--- src/rtl/stream_config_pkg.sv ---
`default_nettype none
// ============================================================================
// Module : stream_config (package)
// Brief  : Shared byte-stream framing constants, state encoding and helpers
// Rev    : 1.0 - initial release
// ============================================================================
package stream_config;

  localparam int BYTE_WIDTH = 8;

  typedef enum logic [0:0] {
    IDLE = 1'b0,
    SEND = 1'b1
  } stream_state_e;

  // Number of whole bytes needed to carry a word of the given width.
  function automatic int num_bytes(input int width, input int byte_width);
    return (width + byte_width - 1) / byte_width;
  endfunction

endpackage
`default_nettype wire

--- src/rtl/stream_sink_serializer.sv ---
`default_nettype none
// ============================================================================
// Module : stream_sink_serializer
// Brief  : Splits each sink packet into MSB-first bytes on a valid/ready stream
// Rev    : 1.0 - initial release
// ============================================================================
module stream_sink_serializer #(
  parameter int PKT_WIDTH  = 16,
  parameter int BYTE_WIDTH = stream_config::BYTE_WIDTH
) (
  input  logic                  clk,
  input  logic                  rst,
  input  logic                  snk_valid,
  output logic                  snk_ready,
  input  logic [PKT_WIDTH-1:0]  snk,
  output logic                  tx_valid,
  input  logic                  tx_ready,
  output logic [BYTE_WIDTH-1:0] tx_data,
  output logic                  busy
);
  import stream_config::*;

  localparam int NUM_BYTES = num_bytes(PKT_WIDTH, BYTE_WIDTH);
  localparam int SR_W      = NUM_BYTES * BYTE_WIDTH;
  localparam int PAD       = SR_W - PKT_WIDTH;
  localparam int CNT_W     = (NUM_BYTES > 1) ? $clog2(NUM_BYTES) : 1;
  localparam logic [CNT_W-1:0] LAST_CNT = CNT_W'(NUM_BYTES - 1);

  stream_state_e    state_q, state_d;
  logic [SR_W-1:0]  sr_q, sr_d;
  logic [CNT_W-1:0] cnt_q, cnt_d;

  logic            w_last;
  logic            w_tx_fire;
  logic            w_accept;
  logic [SR_W-1:0] w_load;
  logic [SR_W-1:0] w_shift;

  // Left-align the packet so any padding lands in the last byte's LSBs.
  assign w_load    = SR_W'(snk) << PAD;
  assign w_shift   = sr_q << BYTE_WIDTH;
  assign w_last    = (cnt_q == '0);
  assign w_tx_fire = (state_q == SEND) && tx_ready;

  // Combinational path from tx_ready lets the next packet load on the last byte.
  assign snk_ready = (state_q == IDLE) || ((state_q == SEND) && w_last && tx_ready);
  assign w_accept  = snk_valid && snk_ready;

  assign tx_valid = (state_q == SEND);
  assign busy     = (state_q == SEND);
  assign tx_data  = sr_q[SR_W-1 -: BYTE_WIDTH];

  always_comb begin
    state_d = state_q;
    sr_d    = sr_q;
    cnt_d   = cnt_q;
    case (state_q)
      IDLE: begin
        if (w_accept) begin
          sr_d    = w_load;
          cnt_d   = LAST_CNT;
          state_d = SEND;
        end
      end
      SEND: begin
        if (w_tx_fire) begin
          if (!w_last) begin
            sr_d  = w_shift;
            cnt_d = cnt_q - 1'b1;
          end else if (snk_valid) begin
            sr_d  = w_load;
            cnt_d = LAST_CNT;
          end else begin
            state_d = IDLE;
          end
        end
      end
      default: state_d = IDLE;
    endcase
  end

  always_ff @(posedge clk) begin
    if (rst) begin
      state_q <= IDLE;
      sr_q    <= '0;
      cnt_q   <= '0;
    end else begin
      state_q <= state_d;
      sr_q    <= sr_d;
      cnt_q   <= cnt_d;
    end
  end

endmodule
`default_nettype wire

--- config.mk ---
export PLATFORM = sky130hd
export DESIGN_NAME = stream_sink_serializer
export DESIGN_NICKNAME = d
export VERILOG_FILES = /design/src/rtl/stream_config_pkg.sv /design/src/rtl/stream_sink_serializer.sv
export SDC_FILE = /design/constraint.sdc
export NUM_CORES = 1
export LEC_CHECK = 0
export BUFFER_PORTS_ARGS = -buffer_cell sky130_fd_sc_hd__buf_2
export CAP_MARGIN = 20
export CORE_MARGIN = 2
export CORE_UTILIZATION = 47
export CTS_CLUSTER_SIZE = 40
export DETAILED_ROUTE_END_ITERATION = 10
export GPL_TIMING_DRIVEN = 0
export PLACE_DENSITY = 0.76
export SYNTH_ARGS = -nofsm -noshare
export SYNTH_HDL_FRONTEND = slang
export SYNTH_SLANG_ARGS = --single-unit
--- constraint.sdc ---
create_clock -name clk -period 1.4 [get_ports clk]
set_clock_uncertainty 0.05 [all_clocks]
set_input_delay 0.07 -clock clk [delete_from_list [all_inputs] [get_ports clk]]
set_output_delay 0.07 -clock clk [all_outputs]
set_load 0.1 [all_outputs]
==> run metrics <==
Num Clock Sinks=18; Power Density=approximately 1100 nW/um2; HPWL after DPL=~1.3 mm; CP Launch Type=flop; die height=about 47 um; Port Buf Inserts=30; r2r worst-path depth=4; top-area cell type share of the netlist area=a little over two fifths; Ys Warns=0; footprint of the multi-input gates=approximately 390 um2; Fill cells=about 150; Remaining DRCs=0; Setup TNS Final=0 ns; die area=2180 um2; Clk pwr share=a little under a quarter; cell leakage power=~0.54 nW; CTS tree=done; Final min period=approximately 1.3 ns; failing checks=negative hold slack; drt first-iter violations=8; Fin. Hold Viols=1; vias=between 700 and 800; CTS buffer count=3; first-pass GRT wire length=a little over 3 mm; most instantiated library cell after synthesis=dfxtp_1; Seq/Total Area, Yosys=42.0%; Hold WS=-0.00315 ns; Int Pwr=approximately 0.00086 W; Combinational Power Share=around 34%; Hold Path Class=in -> reg; crit path DAT=between 1 and 1.5 ns; routed wire length=1.88 mm; P_sw=between 0.0004 and 0.0005 W; net count after synthesis=~110; RSZ-0062 raised after global routing=no; Worst-path clk slew=about 0.1 ns; CP Data Required Time=1.28 ns; f_max=approximately 740 MHz; CP Capture Type=output port; initial antenna violation count=0; final net count=~150; Commonest cells post-synth=dfxtp_1, a21oi_1, nand2_1; Root Buffer=clkbuf_4; DR WL/cell=around 12 um; area growth from synthesis to layout=40.1%; grt ovf=0; maximum buffer depth of the clock tree=2; Async S/R FF share, synth=0%; overall power=0.00135 W; GR Util All Layers=between 10% and 20%; FP Rows=15; measured slew at the worst slew-check pin=0.632 ns; Detail Route Antenna Nets=0; Seq. cell area=roughly 360 um2; number of global-route vias before repair=~730; slew margin rel.=57.8%; gpl congestion=~0.77; Synth Instances=86; Seq cells post-synth=18; pre-CTS setup slack=around 0.096 ns; Core Region=approximately 1700 um2; Synth cell types=18; ranking of synthesized cells by area=dfxtp_1, a311oi_2, a22o_1; VDD IR-drop max=between 0.6 and 0.7 mV; ANT cells=0; Detailed Routing Iterations Pass 1=4; initial core utilization=between 40% and 50%; largest net degree at the start of global routing=11; Max H-tree Level=1; Slew Limit Fails=0; Sw Ratio=approximately 36%; Worst Setup Path Type=reg -> out; Worst Path Max Fanout=10; number of synthesized flops with an enable pin=0; worst-skew pair later-pin latency=0.29 ns; Setup-failing EPs final=0; Synth Cell Area=857 um2; leading area contributor after synthesis=dfxtp_1; worst hold path depth=3; max cap viols=0; mean post-synth cell area=roughly 10 um2; PnR worst setup slack=around 0.057 ns; status=finished with violations; Vias/cell=5.03; Final Cycle Share=95.9%; sequential share of power=between 40% and 50%; ratio of cells with drive above 1 in the final layout=between 40% and 50%; ys flop type=dfxtp_1; IO Pins=31; die width=~47 um
[worst max-delay path, stage by stage, from the launching register on]
cell and delay (ns):
dfxtp_4 0.39, clkbuf_2 0.19, nand2_2 0.08, buf_4 0.28
[kinds of logic (layout without fill, tap and decap cells)]
| kind of cell | Yosys count | in the layout | synth area share (%) |
|---|---|---|---|
| AO/OA/AOI/OAI | 30 | 30 | 32.8 |
| buffers and inverters | 15 | 61 | 12.4 |
| flip-flops | 18 | 18 | 42.0 |
| AND/OR/NAND/NOR | 23 | 23 | 12.7 |
[layout make-up]
| type | instances | share of cell area, % |
|---|---|---|
| Buffer | 14 | 8.02 |
| Clock buffer | 4 | 3.02 |
| Multi-Input combinational cell | 53 | 32.7 |
| Sequential cell | 18 | 30.3 |
| Tap cell | 25 | 2.60 |
| Timing Repair Buffer | 43 | 23.3 |
[registers in the layout (all words and copies together) (netlist names)]
name	cells
busy	1
sr_q	16
cnt_q	1
[power by group through the flow]
stage	logic, W	clock network, W	registers (W)
after global routing	0.000485	0.000342	0.000583
after CTS	0.000456	0.000328	0.000577
after detailed placement	0.000430	0	0.000589
after global placement	0.000425	0	0.000587
after floorplan	0.000346	0	0.000597
final	0.000457	0.000319	0.000578
[per-stage QoR]
step | area (um2) | hold WS (ns) | util, % | cells
2_1_floorplan | 863 | 0.136 | - | 86
3_3_place_gp | 1040 | 0.236 | 60.5 | 141
3_5_place_dp | 1040 | 0.239 | 60.5 | 141
4_1_cts | 1190 | 0.00724 | 69.2 | 156
5_1_grt | 1200 | 0.00686 | 69.6 | 157
6_report | 1200 | -0.00315 | 69.6 | 157
[metal layers]
layer	routed length (um)	vias up	part of all wire, %	track usage [%]
li1	-	401	-	-
met1	858	366	46	25.2
met2	942	21	50	33.3
met3	72	2	3.8	3.53
met4	10	0	0.53	6.67
met5	0	-	0	0
[layout by cell type (no fill, tap or decap)]
cell type	netlist	layout
buf_2	1	29
dfxtp_1	18	17
buf_4	9	13
dlygate4sd3_1	0	11
a21oi_1	10	10
nand2_1	10	9
nand3_1	8	8
a311oi_2	8	8
a22o_1	8	8
nand2b_1	3	3
clkbuf_4	0	3
clkbuf_2	0	1
nand2_2	0	1
a21o_1	1	1
buf_6	2	1
and2_4	1	1
clkbuf_1	2	1
buf_1	1	1
a21oi_2	1	1
a21oi_4	1	1
nor2_1	1	1
a311oi_1	1	1
dfxtp_4	0	1
clkbuf_8	0	1
[path summary, 6_finish.rpt]
path	startpoint	end	slack, ns
worst max register to register	busy$_SDFF_PP0_	sr_q[13]$_SDFFE_PP0P_	0.13
worst min register to register	sr_q[1]$_SDFFE_PP0P_	sr_q[1]$_SDFFE_PP0P_	0.43
worst min-delay path	snk[13]	sr_q[13]$_SDFFE_PP0P_	-0.003
worst max-delay path	busy$_SDFF_PP0_	snk_ready	0.06
[timing repair]
action / in CTS / in global routing
setup buffers: 0 / 3
hold endpoints to repair: 11 / 0
pin swaps: 0 / 1
hold buffers: 11 / 0
gates resized for setup: 2 / 0
endpoints found under the setup margin: 1 / 8
No activity file was read; power rests on OpenSTA's default activity.
